File: config.mk
export PLATFORM = sky130hd
export DESIGN_NAME = pc_sequencer
export DESIGN_NICKNAME = d
export VERILOG_FILES = /design/src/rtl/pc_sequencer.sv
export SDC_FILE = /design/constraint.sdc
export NUM_CORES = 1
export LEC_CHECK = 0
export CAP_MARGIN = 20
export CORE_MARGIN = 3
export CORE_UTILIZATION = 50
export CTS_CLUSTER_DIAMETER = 100
export DETAILED_ROUTE_END_ITERATION = 12
export PLACE_DENSITY = 0.79
export SLEW_MARGIN = 20
export SYNTH_ARGS = -nofsm -noshare
export SYNTH_HDL_FRONTEND = slang
export SYNTH_SLANG_ARGS = --single-unit
File: constraint.sdc
create_clock -name CLK -period 2.4 [get_ports CLK]
set_clock_uncertainty 0.05 [all_clocks]
set_input_delay 0.6 -clock CLK [delete_from_list [all_inputs] [get_ports CLK]]
set_output_delay 0.6 -clock CLK [all_outputs]
set_load 0.02 [all_outputs]
File: src/rtl/pc_sequencer.sv
// Multi-cycle control FSM: sequences PC load, fetch, decode, execute and PC update,
// counts retired instructions and traps halt / fetch-timeout into terminal states.
module pc_sequencer #(
   parameter int FETCH_TIMEOUT = 15,
   parameter int COUNT_W       = 16
) (
   input  logic               CLK,
   input  logic               RST_N,
   input  logic               input_start,
   input  logic               input_mem_ready,
   input  logic               input_dec_branch,
   input  logic               input_dec_jump,
   input  logic               input_dec_halt,
   input  logic               input_exec_done,
   input  logic               input_br_taken,
   output logic               output_PCWrite,
   output logic [1:0]         output_PCSrc,
   output logic               output_IRWrite,
   output logic               output_MemReq,
   output logic [2:0]         output_state,
   output logic               output_halted,
   output logic [COUNT_W-1:0] output_instr_count
);

   typedef enum logic [2:0] {
      S_IDLE    = 3'd0,
      S_LOADVEC = 3'd1,
      S_FETCH   = 3'd2,
      S_DECODE  = 3'd3,
      S_EXEC    = 3'd4,
      S_UPDATE  = 3'd5,
      S_HALT    = 3'd6,
      S_FAULT   = 3'd7
   } state_t;

   localparam logic [7:0] TMO_LAST = 8'(FETCH_TIMEOUT - 1);

   state_t               state_q, state_d;
   logic [7:0]           tmo_q, tmo_d;
   logic                 jump_f_q, jump_f_d;
   logic                 branch_f_q, branch_f_d;
   logic                 taken_f_q, taken_f_d;
   logic [COUNT_W-1:0]   cnt_q, cnt_d;

   always_ff @(posedge CLK or negedge RST_N) begin
      if (!RST_N) begin
         state_q    <= S_IDLE;
         tmo_q      <= '0;
         jump_f_q   <= 1'b0;
         branch_f_q <= 1'b0;
         taken_f_q  <= 1'b0;
         cnt_q      <= '0;
      end else begin
         state_q    <= state_d;
         tmo_q      <= tmo_d;
         jump_f_q   <= jump_f_d;
         branch_f_q <= branch_f_d;
         taken_f_q  <= taken_f_d;
         cnt_q      <= cnt_d;
      end
   end

   always_comb begin
      state_d    = state_q;
      tmo_d      = tmo_q;
      jump_f_d   = jump_f_q;
      branch_f_d = branch_f_q;
      taken_f_d  = taken_f_q;
      cnt_d      = cnt_q;
      case (state_q)
         S_IDLE:    if (input_start) state_d = S_LOADVEC;
         S_LOADVEC: state_d = S_FETCH;
         S_FETCH: begin
            if (input_mem_ready) begin
               tmo_d   = '0;
               state_d = S_DECODE;
            end else if (tmo_q == TMO_LAST) begin
               state_d = S_FAULT;
            end else begin
               tmo_d = tmo_q + 8'd1;
            end
         end
         S_DECODE: begin
            jump_f_d   = input_dec_jump;
            branch_f_d = input_dec_branch;
            // Halt wins over jump/branch and never retires.
            state_d    = input_dec_halt ? S_HALT : S_EXEC;
         end
         S_EXEC: begin
            if (input_exec_done) begin
               taken_f_d = branch_f_q & input_br_taken;
               state_d   = S_UPDATE;
            end
         end
         S_UPDATE: begin
            cnt_d   = cnt_q + COUNT_W'(1);
            state_d = S_FETCH;
         end
         default: state_d = state_q;
      endcase
   end

   always_comb begin
      output_PCWrite = 1'b0;
      output_PCSrc   = 2'b00;
      output_MemReq  = 1'b0;
      output_halted  = 1'b0;
      case (state_q)
         S_LOADVEC: begin
            output_PCWrite = 1'b1;
            output_PCSrc   = 2'b11;
         end
         S_FETCH:  output_MemReq = 1'b1;
         S_UPDATE: begin
            output_PCWrite = 1'b1;
            if (jump_f_q)       output_PCSrc = 2'b10;
            else if (taken_f_q) output_PCSrc = 2'b01;
            else                output_PCSrc = 2'b00;
         end
         S_HALT, S_FAULT: output_halted = 1'b1;
         default: ;
      endcase
   end

   assign output_IRWrite     = (state_q == S_FETCH) & input_mem_ready;
   assign output_state       = state_q;
   assign output_instr_count = cnt_q;

endmodule

* Word level (Yosys, flattened, before mapping)
Index checks and enable logic that the tools add are counted.
Word-level totals: register bits 30, input port bits 9, output and inout port bits 25, logic and storage cells 43
Operators by class: add/sub/neg operators 2, equal/unequal tests 12, mux-type cells 14, bitwise gates (word level) 2, reduce and logical (&&, ||, !) cells 7
Operator list (number):
- 16-bit by 1-bit adder with 16-bit output (second input constant) | 1
- 8-bit two-way mux | 2
- 3-bit one-hot mux with 5 select lines | 1
- 3-bit equality test (second input constant) | 4
- 3-bit two-way mux | 4
- 8-bit by 1-bit adder with 8-bit output (second input constant) | 1
- 8-bit by 4-bit equality test with 1-bit output (second input constant) | 1
- 3-bit by 2-bit equality test with 1-bit output (second input constant) | 2
- 2-bit != test (second input constant) | 3
- 5-bit nonzero test | 1
- 1-bit two-way mux | 4
- 2-bit two-way mux | 2
- 2-bit one-hot mux with 2 select lines | 1
- 2-bit AND reduction | 2
- 4-bit AND reduction | 1
- 2-bit OR reduction | 2
- 3-bit by 1-bit equality test with 1-bit output (second input constant) | 1
- 3-bit logical NOT | 1
- 3-bit != test (second input constant) | 1
- 1-bit AND | 2

* Depth between registers and ports, before layout
word-level depth 4, depth in mapped cells 7, depth with buffers taken out 6

* Worst setup path after synthesis
Ideal clock, no wire load.
kind register to output, from reg state_q[2], in the netlist output_state[2], to out output_IRWrite, arrival time 1.563 ns, required time 1.750 ns, path slack 0.187 ns, cell stages (with the launch flop) 6, path buffers 3, cells stage by stage dfrtp_1 -> buf_2 -> or3b_1 -> buf_2 -> buf_2 -> nor2_1
Between the ends: longest elaborated chain between the ends 2
Ends and longest elaborated chain:
- start, declared | line 38 | state_t state_q, state_d;
- start signal, assigned | line 54 | state_q <= state_d;
- 3-bit by 2-bit equality test with 1-bit output | line 125 | assign output_IRWrite = (state_q == S_FETCH) & input_mem_ready;
- 1-bit AND | line 125
- end, declared | line 18 | output logic output_IRWrite,
No other way between the ends.

* Worst setup path after layout
from reg state_q[0], in the netlist output_state[0], to out output_MemReq
Between the ends: longest elaborated chain between the ends 2
Ends and longest elaborated chain:
- 3-bit by 2-bit equality test with 1-bit output | line 108 | case (state_q)
- 1-bit two-way mux | line 108
- end, declared | line 19 | output logic output_MemReq,
No other way between the ends.

==> flow_summary.toml <==
[power]
switching_share_pct = 39.34
p_seq_share_pct = 38.1
power.leakage_nw = 0.8929
p_int_mw = 1.190
power_density_mw_per_mm2 = 968.0
power.switching_mw = 0.7713
vdd_ir_drop_max_mv = 0.6406
p_clk_share_pct = 19.2
combPwrFrac_pct = 42.7
p_total_mw = 1.961

[worst_setup_path]
crit_chain = "or3b_1 -> inv_2 -> dlygate4sd2_1"
critPathLaunch = "output_state[0]"
critPathKind = "flip-flop to primary output"
crit_fanout = 6
cp-start-kind = "flip-flop"
endpoint_kind = "primary output"
r2r_slack_ns = 0.43
ff2ff_path_depth = 6
cp_data_arrival_time_ns = 1.60
max_stage_delay_ns = 0.43
rr_startpoint = "tmo_q[0]"
crit_required_ns = 1.75
r2r_end = "tmo_q[3]"
crit_path_top_delay_cell = "or3b_1"

[die]
die-area_mm2 = 0.003810
row_count = 19
fp.dieH_um = 61.73
core_area_mm2 = 0.002853
start_util_pct = 54.43
dieWidth_um = 61.73
ios = 34

[synth]
ys_seq_elements = 30
syn_area_mm2 = 0.001553
synth_compound_area_share_pct = 10.48
synthMuxAreaShare_pct = 4.754
synth_top_family_by_area = "simple AND/OR/NAND/NOR gates"
synth_fa_ha_area_share_pct = 2.417
synthSimpleGateAreaFrac_pct = 22.48
netlist_instances = 153
yosys_warnings = 0
ys.flop_type = "dfrtp_1"
synth_xor_area_share_pct = 8.461
syn-num-nets = 165
synthArstFlopShare_pct = 100.0
synthDistinctLibCells = 40
avgSynthCellArea_um2 = 10.15
ys_seq_area_share_pct = 48.35
synth_edf_count = 0

[cells_and_area]
finalNonFillerCells = 227
nNetsFinal = 207
design_area_mm2 = 0.002026
layout_common_cells = "dfrtp_1, clkdlybuf4s50_1, nand2_1"
syn2layout_area_growth_pct = 30.46
layout_commonest_cell = "dfrtp_1"
final_layout_size_suffix_gt1_share_pct = 13.78
regArea_um2 = 750.7
multiInputGateArea_um2 = 754.5
antenna_cells = 0
fillers = 217
postLayoutCoreUtil_pct = 71.01

[drt]
drc = 0
drt-pass1-iter-count = 5
ant_nets = 0
drt-total-wl_um = 3198
via_per_inst = 5.696
drtIter0Drc = 61
vias = 1293
routedWlPerCell_um = 14.09

[clock_tree]
cts_tree = "yes"
clock_latency_ns = 0.33
cts_hold_buf = 0
clockBufferDepth = 2
cts_root_buffer = "clkbuf_4"
cts_setup_buffers = 0
cts_sinks = 30
cts_resized = 4
cts_buffers = 5
htreeDepth = 2
path_clk_slew_ns = 0.10

[global_routing]
gr-total-overflow = 0
grt_max_degree = 31
grt_pass1_vias = 1310
track_usage_pct = 19.63
grt_pass1_wl_um = 5540
antenna_found_initial = 0

[timing]
slew_headroom_pct = 72.74
hold_viol = 0
fin_crit_ns = 2.254
holdWs_ns = 0.4265
fin_crit_sh_pct = 93.90
finalSetupViolations = 0
fmax_mhz = 443.7
rsz0062_at_grt = "no"
slew_viol_final = 0
worstMarginPinSlew_ns = 0.4055

[min_path]
hp-class = "flip-flop to flip-flop"
worstHoldStart = "output_instr_count[15]"
min_path_cells = 1
holdPathEnd = "output_instr_count[15]"

[place]
io_buffers = 33
place_inst = 219
gp_congestion = 0.7882
hpwl_um = 2393
postPlaceCellArea_mm2 = 0.001949

[status]
outcome = "completed"

[flow_run]
max_cap_viol_count = 0
==> registers in the layout, indices dropped and copies added (netlist names) <==
register and count:
branch_f_q 1, output_state 3, jump_f_q 1, taken_f_q 1, output_instr_count 16, tmo_q 8
==> synthesized netlist by cell type, types with 2 or more instances <==
library cell | instances | area [µm²]
a21oi_1 | 5 | 25.02
and2_1 | 2 | 12.51
and3_1 | 2 | 12.51
buf_2 | 5 | 25.02
dfrtp_1 | 30 | 750.7
ha_1 | 3 | 37.54
inv_1 | 3 | 11.26
inv_2 | 3 | 11.26
mux2_1 | 3 | 33.78
mux2i_1 | 4 | 40.04
nand2_1 | 17 | 63.81
nand3_1 | 11 | 55.05
nand4_1 | 5 | 31.28
nor2_1 | 11 | 41.29
nor3_1 | 3 | 15.01
o21ai_1 | 9 | 45.04
xnor2_1 | 11 | 96.34
xor2_1 | 4 | 35.03
==> layer usage <==
metal  track usage [%]  routed length, µm  vias to the layer above  share of wire, %
met5                 0                  0                        -                 0
met4             8.485                 40                        0               1.3
met3             6.198                174                        5               5.4
met2             32.59               1630                       38                51
met1             23.42               1352                      624                42
li1                  -                  -                      626                 -
==> power by group through the flow <==
stage          registers [mW]  logic [mW]  clock network, mW
2_1_floorplan           0.801       0.466                  0
3_3_place_gp            0.745       0.840                  0
3_5_place_dp            0.757       0.859                  0
4_1_cts                 0.746       0.848              0.385
5_1_grt                 0.770       0.918              0.411
6_report                0.746       0.838              0.377
==> layout make-up <==
type,instances,share of cell area (%)
clock buffer,8,3.891
inverter,6,1.112
multi-input combinational,112,37.25
sequential,30,37.06
tap,31,1.915
timing repair buffer,40,18.78
==> worst max path at each step <==
stage | to | slack, ns | cells after the start
global placement | output_IRWrite | -0.08 | 4
global route | output_MemReq | 0.06 | 3
detailed placement | output_IRWrite | -0.09 | 4
finish | output_MemReq | 0.15 | 3
CTS | output_PCWrite | 0.02 | 4
floorplan | output_IRWrite | 0.19 | 5
==> logic make-up (layout without fill, tap and decap cells) <==
| family | Yosys count | count (layout) |
|---|---|---|
| buffers and inverters | 11 | 54 |
| adder cells (fa/ha/maj) | 3 | 3 |
| XOR/XNOR | 15 | 15 |
| AND/OR/NAND/NOR | 63 | 63 |
| flip-flops | 30 | 30 |
| multiplexers | 7 | 7 |
| AO/OA/AOI/OAI | 24 | 24 |
==> per-stage QoR <==
stage | setup WS [ns] | setup TNS (ns)
detailed placement | -0.08874 | -0.08874
finish | 0.1464 | 0
floorplan | 0.1872 | 0
global route | 0.06326 | 0
CTS | 0.02450 | 0
global placement | -0.08354 | -0.08354
==> worst max-delay path: cells and delay by family (launching register included) <==
family                 cells  cell delay [ns]
DFF                        1             0.38
buffers and inverters      2             0.47
and+or+nand+nor            1             0.43
Power figures use the tool's default switching activity.
